**src/rtl/stream_mem_writer_if.sv**
```systemverilog
// Stream-in / memory-out signal bundle for stream_mem_writer.
// slave is the writer's view; master is the producer/memory side.
interface stream_mem_writer_if #(
    parameter int dataWidth = 32,
    parameter int addrWidth = 10
);
    logic [dataWidth-1:0] din;
    logic                 dinValid;
    logic                 dinReady;
    logic                 memWrEn;
    logic [addrWidth-1:0] memAddr;
    logic [dataWidth-1:0] memData;

    modport slave (
        input  din, dinValid,
        output dinReady, memWrEn, memAddr, memData
    );

    modport master (
        output din, dinValid,
        input  dinReady, memWrEn, memAddr, memData
    );
endinterface

```
**src/rtl/stream_mem_writer.sv**
```systemverilog
// Drains a valid/ready stream into a scratchpad at a strided address sequence.
// IDLE -> RUN -> DONE; dinReady is a Moore decode of the state register.
module stream_mem_writer #(
    parameter int dataWidth  = 32,
    parameter int addrWidth  = 10,
    parameter int countWidth = 16
) (
    input  logic                  clock,
    input  logic                  reset,
    input  logic                  start,
    input  logic [addrWidth-1:0]  baseAddr,
    input  logic [addrWidth-1:0]  stride,
    input  logic [countWidth-1:0] count,
    stream_mem_writer_if.slave    bus,
    output logic                  busy,
    output logic                  done,
    output logic [countWidth-1:0] wordsWritten
);
    typedef enum logic [1:0] {IDLE, RUN, DONE} state_t;

    typedef struct packed {
        logic [addrWidth-1:0]  cur_addr;
        logic [addrWidth-1:0]  stride;
        logic [countWidth-1:0] remaining;
    } xfer_t;

    state_t                state, state_nxt;
    xfer_t                 xfer;
    logic                  wr_en;
    logic [addrWidth-1:0]  wr_addr;
    logic [dataWidth-1:0]  wr_data;
    logic [countWidth-1:0] words_q;
    logic                  take_start, accept;

    assign take_start = (state == IDLE) && start;
    assign accept     = (state == RUN) && bus.dinValid;

    always_ff @(posedge clock) begin
        if (reset) state <= IDLE;
        else       state <= state_nxt;
    end

    always_comb begin
        state_nxt = state;
        case (state)
            IDLE: if (start) state_nxt = (count != '0) ? RUN : DONE;
            RUN:  if (accept && xfer.remaining == countWidth'(1)) state_nxt = DONE;
            DONE: state_nxt = IDLE;
            default: state_nxt = IDLE;
        endcase
    end

    // Transfer parameters are only loaded in IDLE, so mid-run input changes are invisible.
    always_ff @(posedge clock) begin
        if (reset) begin
            xfer    <= '0;
            wr_en   <= 1'b0;
            wr_addr <= '0;
            wr_data <= '0;
            words_q <= '0;
        end else begin
            wr_en <= accept;
            if (take_start) begin
                xfer.cur_addr  <= baseAddr;
                xfer.stride    <= stride;
                xfer.remaining <= count;
                words_q        <= '0;
            end
            if (accept) begin
                wr_addr        <= xfer.cur_addr;
                wr_data        <= bus.din;
                xfer.cur_addr  <= xfer.cur_addr + xfer.stride;
                xfer.remaining <= xfer.remaining - countWidth'(1);
                words_q        <= words_q + countWidth'(1);
            end
        end
    end

    assign bus.dinReady = (state == RUN);
    assign bus.memWrEn  = wr_en;
    assign bus.memAddr  = wr_addr;
    assign bus.memData  = wr_data;
    assign busy         = (state != IDLE);
    assign done         = (state == DONE);
    assign wordsWritten = words_q;
endmodule

```
**src/flat_wrapper.sv**
```systemverilog
// flat-port wrapper written by rule: the top's interface ports become plain ports
module stream_mem_writer_flat 
#(
    parameter int dataWidth  = 32,
    parameter int addrWidth  = 10,
    parameter int countWidth = 16
)
  (clock, reset, start, baseAddr, stride, count, busy, done, wordsWritten, bus_din, bus_dinValid, bus_dinReady, bus_memWrEn, bus_memAddr, bus_memData);
  stream_mem_writer_if #(.dataWidth(dataWidth), .addrWidth(addrWidth)) bus_i ();
  input  logic clock;
  input  logic reset;
  input  logic start;
  input  logic [addrWidth-1:0] baseAddr;
  input  logic [addrWidth-1:0] stride;
  input  logic [countWidth-1:0] count;
  output logic busy;
  output logic done;
  output logic [countWidth-1:0] wordsWritten;
  input wire logic [$bits(bus_i.din)-1:0] bus_din;
  input wire logic [$bits(bus_i.dinValid)-1:0] bus_dinValid;
  output wire logic [$bits(bus_i.dinReady)-1:0] bus_dinReady;
  output wire logic [$bits(bus_i.memWrEn)-1:0] bus_memWrEn;
  output wire logic [$bits(bus_i.memAddr)-1:0] bus_memAddr;
  output wire logic [$bits(bus_i.memData)-1:0] bus_memData;
  assign bus_i.din = bus_din;
  assign bus_i.dinValid = bus_dinValid;
  assign bus_dinReady = bus_i.dinReady;
  assign bus_memWrEn = bus_i.memWrEn;
  assign bus_memAddr = bus_i.memAddr;
  assign bus_memData = bus_i.memData;
  stream_mem_writer #(.dataWidth(dataWidth), .addrWidth(addrWidth), .countWidth(countWidth)) u_core (.clock(clock), .reset(reset), .start(start), .baseAddr(baseAddr), .stride(stride), .count(count), .bus(bus_i), .busy(busy), .done(done), .wordsWritten(wordsWritten));
endmodule
```
**config.mk**
```make
export PLATFORM = sky130hd
export DESIGN_NAME = stream_mem_writer_flat
export DESIGN_NICKNAME = d
export VERILOG_FILES = /design/src/rtl/stream_mem_writer_if.sv /design/src/rtl/stream_mem_writer.sv /design/src/flat_wrapper.sv
export SDC_FILE = /design/constraint.sdc
export NUM_CORES = 1
export LEC_CHECK = 0
export ABC_AREA = 1
export CORE_AREA = 2 2 105 107
export DETAILED_ROUTE_END_ITERATION = 8
export DIE_AREA = 0 0 107 109
export GPL_TIMING_DRIVEN = 1
export PLACE_DENSITY_LB_ADDON = 0.15
export SETUP_SLACK_MARGIN = 0.2
export SLEW_MARGIN = 20
export SYNTH_ARGS = -nofsm -noshare
export SYNTH_HDL_FRONTEND = slang
export SYNTH_SLANG_ARGS = --single-unit
export TNS_END_PERCENT = 100
```
**constraint.sdc**
```tcl
create_clock -name clock -period 1.9 [get_ports clock]
set_input_delay 0.38 -clock clock [delete_from_list [all_inputs] [get_ports clock]]
set_output_delay 0.38 -clock clock [all_outputs]
set_load 0.03 [all_outputs]
```
==> flow_metrics.py, run 1 <==
metrics = {
    "detailed_routing": {
        "drc": 0,
        "detail-route-antenna-nets": 0,
        "drtIter0Drc": 304,
        "dr.pass1.iters": 5,
        "drt_wl_total_mm": 12.8,
        "vias": 4658,
        "wire_per_inst_um": 13.9,
        "viasPerCell": 5.04,
    },
    "worst_setup_path": {
        "slowest_delay_ns": 0.47,
        "r2r-start": "u_core.xfer[16]",
        "worstPathRequired_ns": 1.52,
        "reg2reg_depth": 11,
        "crit_family": "flip-flops",
        "crit_type": "reg2out",
        "worstSetupEndpointType": "primary output",
        "crit_start": "u_core.wordsWritten[2]",
        "worstSetupStartpointType": "flip-flop",
        "timing.rr.end": "u_core.xfer[34]",
        "cp_slowest_cell": "dfxtp_1",
        "r2r_setup_slack_ns": 0.28,
        "crit_chain": "clkdlybuf4s15_1",
        "critPathBufInv": 1,
        "arrival_ns": 1.25,
        "crit_fanout": 7,
    },
    "global_routing": {
        "grt_first_pass_wirelength_mm": 20.6,
        "antenna_found_initial": 0,
        "grt_max_degree": 60,
        "grt_pass1_vias": 4322,
        "grt_remaining_overflow": 0,
        "grt.total_usage_pct": 21.8,
    },
    "power_and_ir_drop": {
        "power_frac_seq_pct": 45.8,
        "pwr-share-clk_pct": 31.3,
        "p_comb_share_pct": 23.0,
        "vdd_ir_drop_max_mv": 0.375,
        "totalPowerFinal_uw": 4900,
        "p_leak_uw": 0.00285,
        "switchingPower_uw": 1490,
        "internal_power_uw": 3410,
        "p_sw_share_pct": 30.4,
        "power_density_nw_per_um2": 769,
    },
    "clocking": {
        "cts.clk_slew.worst_paths_ns": 0.10,
        "root_buffer": "clkbuf_8",
        "cts_buffer_depth": 2,
        "cts_buffers": 9,
        "htreeDepth": 3,
        "cts_num_sinks": 97,
        "hold_buffers": 0,
        "clk_latency_ns": 0.36,
        "tritoncts": "done",
    },
    "floorplanning": {
        "initial_core_util_pct": 44.1,
        "die-area_sq_um": 11700,
        "rows": 38,
        "die_w_um": 107,
        "ioPinCount": 134,
        "die_height_um": 109,
        "coreArea_sq_um": 10600,
    },
    "synth": {
        "synth_top_cell_by_area": "dfxtp_1",
        "yosys_most_used_dff": "dfxtp_1",
        "synth_edf_count": 0,
        "yosys-top-cells-area": "dfxtp_1 (42%), nand2_1 (17%), a21oi_1 (7.0%), nor2_1 (4.0%), inv_1 (3.3%)",
        "synth_common_cells": "nand2_1 (212), dfxtp_1 (97), a21oi_1 (65), nor2_1 (50), inv_1 (41)",
        "syn_nets": 732,
        "synth_top_area_share_pct": 41.5,
        "synth-async-reset-ratio_pct": 0,
        "synth_cell_types": 47,
        "synth_most_common_cell": "nand2_1",
        "ys_ff_latch": 97,
        "yosysSeqAreaShare_pct": 41.5,
        "syn_area_per_cell_sq_um": 7.23,
        "yosysWarnings": 0,
        "netlist_instances": 647,
        "mappedNetlistArea_sq_um": 4680,
    },
    "timing": {
        "finalSetupTns_ns": 0,
        "tightestPinTransition_ns": 0.619,
        "finalCritPeriodShare_pct": 85.6,
        "grt_setup_unrepaired": "yes",
        "fmax_ghz": 0.615,
        "slew_headroom_pct": 58.7,
        "finalHoldViolations": 0,
        "period_minus_slack_ns": 1.63,
        "slew_violations": 0,
        "fin_ws_ns": 0.273,
        "skew_ns": 0.0118,
        "setup_viol": 0,
    },
    "final_layout": {
        "final_layout_size_suffix_gt1_share_pct": 9.68,
        "final_nets": 865,
        "areaGrowthSynthToFinish_pct": 36.2,
        "insertedDiodeCount": 0,
    },
    "run_status": {
        "status": "finished, final reports clean",
    },
    "place": {
        "post-dp-hpwl_mm": 9.24,
        "preCtsSetupSlack_ns": 0.0783,
        "gp_congestion": 0.864,
        "port_buffers": 133,
    },
    "hold_path": {
        "whs_endpoint": "u_core.wordsWritten[4]",
        "hp-start": "reset",
        "hold_depth": 3,
        "hold_class": "in2reg",
    },
    "flow_run": {
        "drv_cap": 0,
    },
}
-- kinds of logic after synthesis --
family                     after synthesis  share of synthesized area (%)
adders and majority gates               13                           3.64
AOI/OAI and AO/OA                      131                           15.9
buffers and inverters                   77                           7.25
xor gates and xnor gates                12                           2.25
and+or+nand+nor                        317                           29.4
DFF                                     97                           41.5
-- metrics by stage --
stage,std cells,utilization [%],cell area [sq um],hold slack (ns)
floorplan,647,-,4680,0.451
global placement,906,58.4,6190,0.451
detailed placement,906,58.4,6190,0.455
CTS,922,59.8,6340,0.424
global route,925,60.1,6370,0.441
finish,925,60.1,6370,0.440
-- power by group through the flow --
stage | clock network, uW | registers, uW | logic (uW)
CTS | 1570 | 2240 | 1120
detailed placement | 0 | 2290 | 1140
finish | 1530 | 2240 | 1130
global placement | 0 | 2280 | 1120
global route | 1640 | 2260 | 1250
floorplan | 0 | 2340 | 650
-- what timing repair did --
action | CTS | global route
hold endpoints to repair | 0 | 0
setup buffers | 0 | 3
cloned | 0 | 0
gates resized for setup | 66 | 12
setup endpoints to repair | 64 | 10
-- cells in the final DEF (no fill, tap or decap), types with 4 or more instances in the layout --
master             n
nand2_1          212
xor2_1             8
ha_1               9
dfxtp_1           94
nor2_1            50
dlygate4sd2_1     58
xnor2_1            4
a21oi_1           65
nor2_2             6
nor3_1             6
buf_4             15
o21ai_0           24
nand3_1           16
buf_12             4
inv_1             41
o21ai_1            6
inv_2              6
clkdlybuf4s50_1   70
a22oi_1            4
clkbuf_8          10
nand4_1            7
a31oi_1           14
-- cell type report --
cell class,count,area [sq um]
multi-input combinational,473,2420
inverter,47,176
timing repair buffer,152,1430
fill,999,4230
sequential,97,1950
clock buffer,11,141
clock inverter,5,86.3
tap,140,175
-- state kept, by name (all words and copies together) (netlist names) --
register,flops
u_core.bus.memAddr,10
u_core.bus.memData,32
u_core.bus.memWrEn,1
u_core.state,2
u_core.wordsWritten,16
u_core.xfer,36
-- routing by layer --
layer  routed length, um  up-vias  part of all wire, %  track usage, %
met5                   0        -                    0               0
met4                 155        0                  1.2            7.24
met3                 834       13                  6.5            3.47
met2                5720      160                   45            36.0
met1                6110     2091                   48            29.3
li1                    -     2394                    -               -
-- worst max-delay path by stage --
stage,endpoint,slack [ns],depth (start not counted)
floorplan,u_core.wordsWritten[14],0.25,8
global placement,u_core.state[1],0.12,7
detailed placement,u_core.state[1],0.08,7
CTS,done,0.13,3
global route,u_core.xfer[34],0.11,11
finish,wordsWritten[2],0.27,1
(Power assumes the default switching activity.)
==> run 2: changes to the inputs <==
--- a/config.mk
+++ b/config.mk
@@ -6,9 +6,10 @@
 export NUM_CORES = 1
 export LEC_CHECK = 0
 export ABC_AREA = 1
-export CORE_AREA = 2 2 105 107
+export CORE_AREA = 2 2 108 110
+export CTS_BUF_LIST = sky130_fd_sc_hd__clkbuf_8 sky130_fd_sc_hd__clkbuf_16
 export DETAILED_ROUTE_END_ITERATION = 8
-export DIE_AREA = 0 0 107 109
+export DIE_AREA = 0 0 110 112
 export GPL_TIMING_DRIVEN = 1
 export PLACE_DENSITY_LB_ADDON = 0.15
 export SETUP_SLACK_MARGIN = 0.2
==> constraint.sdc (replaced) <==
create_clock -name clock -period 1.4 [get_ports clock]
set_input_delay 0.28 -clock clock [delete_from_list [all_inputs] [get_ports clock]]
set_output_delay 0.28 -clock clock [all_outputs]
set_load 0.03 [all_outputs]
==> flow_metrics.py, run 2 (synthesized netlist as in run 1, its figures left out) <==
metrics = {
    "run_status": {
        "status": "complete, but fails checks",
        "violations": "setup timing",
    },
    "detailed_routing": {
        "wire_per_inst_um": 21.4,
        "vias": 6058,
        "dr.pass1.iters": 5,
        "detail-route-antenna-nets": 0,
        "drt_wl_total_mm": 22.8,
        "drc": 0,
        "viasPerCell": 5.69,
        "drtIter0Drc": 506,
    },
    "global_routing": {
        "grt_remaining_overflow": 0,
        "antenna_found_initial": 0,
        "grt_pass1_vias": 5862,
        "grt_first_pass_wirelength_mm": 29.2,
        "grt.total_usage_pct": 30.4,
        "grt_max_degree": 26,
    },
    "timing": {
        "finalHoldViolations": 0,
        "fmax_ghz": 0.569,
        "slew_headroom_pct": 68.0,
        "tightestPinTransition_ns": 0.480,
        "skew_ns": 0.0103,
        "period_minus_slack_ns": 1.76,
        "finalCritPeriodShare_pct": 125,
        "setup_viol": 79,
        "fin_ws_ns": -0.357,
        "slew_violations": 0,
        "grt_setup_unrepaired": "yes",
        "finalSetupTns_ns": -7.22,
    },
    "final_layout": {
        "fin_util_pct": 85.7,
        "final_cell_mix": "nand2_1 (110), buf_4 (91), clkdlybuf4s50_1 (66)",
        "final_layout_size_suffix_gt1_share_pct": 58.7,
        "layout_commonest_cell": "nand2_1",
        "finalInstanceArea_sq_um": 9570,
        "largest-register": "u_core.xfer",
        "insertedDiodeCount": 0,
        "final_nets": 1001,
        "largest_reg_flops": 36,
        "areaGrowthSynthToFinish_pct": 105,
    },
    "clocking": {
        "root_buffer": "clkbuf_16",
        "hold_buffers": 0,
        "cts_buffer_depth": 2,
        "clk_latency_ns": 0.35,
        "htreeDepth": 3,
        "cts.clk_slew.worst_paths_ns": 0.07,
        "cts_num_sinks": 97,
        "cts_buffers": 9,
        "tritoncts": "done",
    },
    "power_and_ir_drop": {
        "vdd_ir_drop_max_mv": 0.699,
        "p_sw_share_pct": 33.7,
        "switchingPower_uw": 3040,
        "internal_power_uw": 5980,
        "p_leak_uw": 0.00422,
        "pwr-share-clk_pct": 28.4,
        "p_comb_share_pct": 36.9,
        "power_density_nw_per_um2": 942,
        "power_frac_seq_pct": 34.7,
    },
    "worst_setup_path": {
        "critPathBufInv": 1,
        "reg2reg_depth": 8,
        "r2r-start": "u_core.xfer[33]",
        "crit_fanout": 5,
        "timing.rr.end": "u_core.xfer[35]",
        "worstSetupEndpointType": "flip-flop",
        "worstSetupStartpointType": "flip-flop",
        "crit_top_cell": "nand2_1",
        "crit_type": "reg2reg",
        "slowest_delay_ns": 0.46,
        "arrival_ns": 2.01,
        "crit_chain": "ha_4, nand2_1, inv_1, a21oi_2, nand4_1, nand3_1, nand2_1, a21oi_1",
        "crit_end": "u_core.xfer[35]",
        "crit_start": "u_core.xfer[33]",
        "cp_slowest_cell": "dfxtp_1",
        "r2r_setup_slack_ns": -0.36,
        "cp.depth": 8,
        "worstPathRequired_ns": 1.66,
        "crit_family": "flip-flops",
    },
    "place": {
        "gp_congestion": 0.852,
        "post-dp-hpwl_mm": 9.89,
        "port_buffers": 133,
        "placed_area_sq_um": 6750,
    },
    "floorplanning": {
        "rows": 39,
        "coreArea_sq_um": 11200,
        "die-area_sq_um": 12300,
        "initial_core_util_pct": 41.9,
        "ioPinCount": 134,
        "die_w_um": 110,
        "die_height_um": 112,
    },
    "flow_run": {
        "drv_cap": 0,
    },
    "hold_path": {
        "hold_class": "in2reg",
        "hp-start": "reset",
    },
}
[run 2: changes by cell type in the layout (fill, tap and decap cells not counted), sizes merged]
cell,delta
buf,+184
bufinv,-1
clkbuf,+6
clkdlybuf4s15,-1
clkdlybuf4s50,-4
clkinv,+4
clkinvlp,+2
dlygate4sd2,-55
dlymetal6s2s,+1
[run 2: layout make-up]
| cell class | count | area, sq um |
|---|---|---|
| clock buffer | 10 | 239 |
| clock inverter | 6 | 58.8 |
| fill | 520 | 1600 |
| inverter | 47 | 225 |
| multi-input combinational | 473 | 3660 |
| sequential | 97 | 2030 |
| tap | 143 | 179 |
| timing repair buffer | 284 | 3120 |
| timing repair inverter | 4 | 65.1 |
[run 2: tightest hold or removal path, stage by stage]
cell and delay, ns:
buf_2 0.12, buf_4 0.20, a31oi_1 0.06
[run 2: per-layer routing]
metal | GRT usage [%] | vias to the layer above | part of all wire [%]
met3 | 4.74 | 149 | 8.0
met2 | 54.3 | 381 | 50
met1 | 34.6 | 2867 | 35
met4 | 14.6 | 0 | 6.9
met5 | 0 | - | 0
li1 | - | 2661 | -
[run 2: what timing repair did]
item / CTS / global route
setup buffers: 41 / 27
pin swaps: 86 / 77
gates cloned: 20 / 1
hold endpoints to repair: 0 / 0
resized for setup: 560 / 231
endpoints found under the setup margin: 158 / 134
[run 2: power groups by stage]
stage,Sequential (uW),Combinational (uW),Clock (uW)
2_1_floorplan,3180,967,0
3_3_place_gp,3100,1760,0
3_5_place_dp,3110,1800,0
4_1_cts,3070,2610,2520
5_1_grt,3130,3470,2690
6_report,3130,3330,2560
[run 2: through the flow]
stage	hold WS, ns	std cells	worst slack [ns]	power (uW)
after floorplan	0.423	647	-0.111	4140
after global placement	0.444	959	-0.288	4860
after detailed placement	0.454	959	-0.334	4900
after CTS	0.313	1036	-0.170	8210
after global routing	0.368	1064	-0.386	9300
final	0.355	1064	-0.357	9020
[run 2: worst min-delay path by stage]
stage,slack (ns),end,cells past startpoint
detailed placement,0.45,u_core.bus.memAddr[7],2
floorplan,0.42,u_core.bus.memData[11],2
finish,0.36,u_core.xfer[26],3
global route,0.37,u_core.xfer[26],3
global placement,0.44,u_core.wordsWritten[6],1
CTS,0.31,u_core.xfer[26],3
==> run 3: changes to the inputs <==
--- a/config.mk
+++ b/config.mk
@@ -11,7 +11,7 @@
 export DETAILED_ROUTE_END_ITERATION = 8
 export DIE_AREA = 0 0 110 112
 export GPL_TIMING_DRIVEN = 1
-export PLACE_DENSITY_LB_ADDON = 0.15
+export PLACE_DENSITY_LB_ADDON = 0.05
 export SETUP_SLACK_MARGIN = 0.2
 export SLEW_MARGIN = 20
 export SYNTH_ARGS = -nofsm -noshare
==> flow_metrics.py, run 3 (synthesized netlist as in run 1, its figures left out) <==
metrics = {
    "timing": {
        "fin_ws_ns": -0.262,
        "finalCritPeriodShare_pct": 119,
        "grt_setup_unrepaired": "yes",
        "fmax_ghz": 0.602,
        "finalHoldViolations": 0,
        "skew_ns": 0.00613,
        "period_minus_slack_ns": 1.66,
        "slew_violations": 0,
        "slew_headroom_pct": 66.9,
        "setup_viol": 87,
        "finalSetupTns_ns": -5.12,
        "tightestPinTransition_ns": 0.495,
    },
    "clocking": {
        "cts_buffer_depth": 2,
        "tritoncts": "done",
        "cts.clk_slew.worst_paths_ns": 0.07,
        "clk_latency_ns": 0.35,
        "cts_buffers": 9,
        "htreeDepth": 3,
        "cts_num_sinks": 97,
        "root_buffer": "clkbuf_16",
    },
    "worst_setup_path": {
        "worstPathRequired_ns": 1.67,
        "worstSetupStartpointType": "flip-flop",
        "arrival_ns": 1.93,
        "worstSetupEndpointType": "flip-flop",
        "crit_type": "reg2reg",
        "r2r-start": "u_core.state[0]",
        "reg2reg_depth": 9,
        "crit_fanout": 8,
        "timing.rr.end": "u_core.state[1]",
        "r2r_setup_slack_ns": -0.26,
    },
    "final_layout": {
        "final_layout_size_suffix_gt1_share_pct": 57.2,
        "layout_commonest_cell": "nand2_1",
        "fillers": 619,
        "final_nets": 988,
        "areaGrowthSynthToFinish_pct": 97.0,
        "largest-register": "u_core.xfer",
        "final_cell_mix": "nand2_1 (124), buf_4 (114), clkdlybuf4s50_1 (69)",
        "multi_input_area_sq_um": 3510,
        "finalInstanceArea_sq_um": 9220,
        "largest_reg_flops": 36,
        "register_area_sq_um": 2050,
        "insertedDiodeCount": 0,
    },
    "floorplanning": {
        "coreArea_sq_um": 11200,
        "initial_core_util_pct": 41.9,
        "die-area_sq_um": 12300,
        "rows": 39,
        "die_height_um": 112,
        "die_w_um": 110,
        "ioPinCount": 134,
    },
    "detailed_routing": {
        "wire_per_inst_um": 19.2,
        "drt_wl_total_mm": 20.2,
        "drc": 0,
        "vias": 5683,
        "drtIter0Drc": 352,
        "viasPerCell": 5.41,
        "dr.pass1.iters": 7,
        "detail-route-antenna-nets": 0,
    },
    "place": {
        "preCtsSetupSlack_ns": -0.313,
        "post-dp-hpwl_mm": 10.0,
        "placed_area_sq_um": 6790,
        "port_buffers": 133,
        "gp_congestion": 0.906,
    },
    "global_routing": {
        "grt_pass1_vias": 5375,
        "grt_max_degree": 33,
        "grt.total_usage_pct": 27.4,
        "antenna_found_initial": 0,
        "grt_first_pass_wirelength_mm": 26.3,
        "grt_remaining_overflow": 0,
    },
    "power_and_ir_drop": {
        "power_density_nw_per_um2": 948,
        "p_leak_uw": 0.00390,
        "vdd_ir_drop_max_mv": 0.725,
    },
    "flow_run": {
        "drv_cap": 0,
    },
    "hold_path": {
        "hold_depth": 3,
        "whs_endpoint": "u_core.bus.memData[0]",
        "hp-start": "reset",
        "hold_class": "in2reg",
    },
    "run_status": {
        "status": "complete, but fails checks",
        "violations": "setup timing",
    },
}
[run 3: power breakdown]
part / internal, uW / total [uW] / switching [uW]
clock: 1480 / 2630 / 1150
combinational: 1490 / 3000 / 1510
sequential: 2920 / 3110 / 187
[run 3: layout make-up]
class / instances / area share, %
Inverter: 47 / 2.36
Tap cell: 143 / 1.94
Sequential cell: 97 / 22.3
Timing Repair inverter: 4 / 0.597
Clock inverter: 3 / 0.285
Clock buffer: 13 / 3.16
Timing Repair Buffer: 271 / 31.2
Multi-Input combinational cell: 473 / 38.1
[run 3: what timing repair did]
item,in CTS,in global routing
hold buffers,0,0
gates resized for setup,546,213
pin swaps,80,62
setup buffers,28,28
setup endpoints to repair,156,138
cloned,15,3
[run 3: worst max-delay path, cell delays in order (launching register included)]
cell and delay, ns:
dfxtp_2 0.36, inv_4 0.05, nor2_4 0.18, nand2_8 0.17, inv_12 0.11, buf_12 0.10
nand4_1 0.11, o21ai_2 0.24, nand3_1 0.13, nor2_1 0.13
[run 3: per-stage QoR]
step | hold WS, ns | cells | utilization (%) | power (uW)
2_1_floorplan | 0.423 | 647 | - | 4140
3_3_place_gp | 0.448 | 961 | 60.8 | 4880
3_5_place_dp | 0.447 | 961 | 60.8 | 4900
4_1_cts | 0.372 | 1020 | 74.4 | 8170
5_1_grt | 0.408 | 1051 | 82.5 | 9050
6_report | 0.397 | 1051 | 82.5 | 8740
[run 3: metal layers]
layer / vias to the layer above / routed length (um) / global-route usage, %
met5: - / 0 / 0
met4: 0 / 741 / 9.28
met3: 61 / 1360 / 4.63
met2: 246 / 10400 / 49.3
met1: 2738 / 7660 / 32.2
li1: 2638 / - / -
[run 3: worst max path at each step]
stage	cells after the start	startpoint	slack (ns)	endpoint
2_1_floorplan	11	u_core.xfer[26]	-0.11	u_core.xfer[34]
3_3_place_gp	7	count[11]	-0.27	u_core.state[1]
3_5_place_dp	7	count[11]	-0.31	u_core.state[1]
4_1_cts	11	u_core.xfer[26]	-0.14	u_core.xfer[34]
5_1_grt	9	u_core.state[0]	-0.31	u_core.state[1]
6_report	9	u_core.state[0]	-0.26	u_core.state[1]
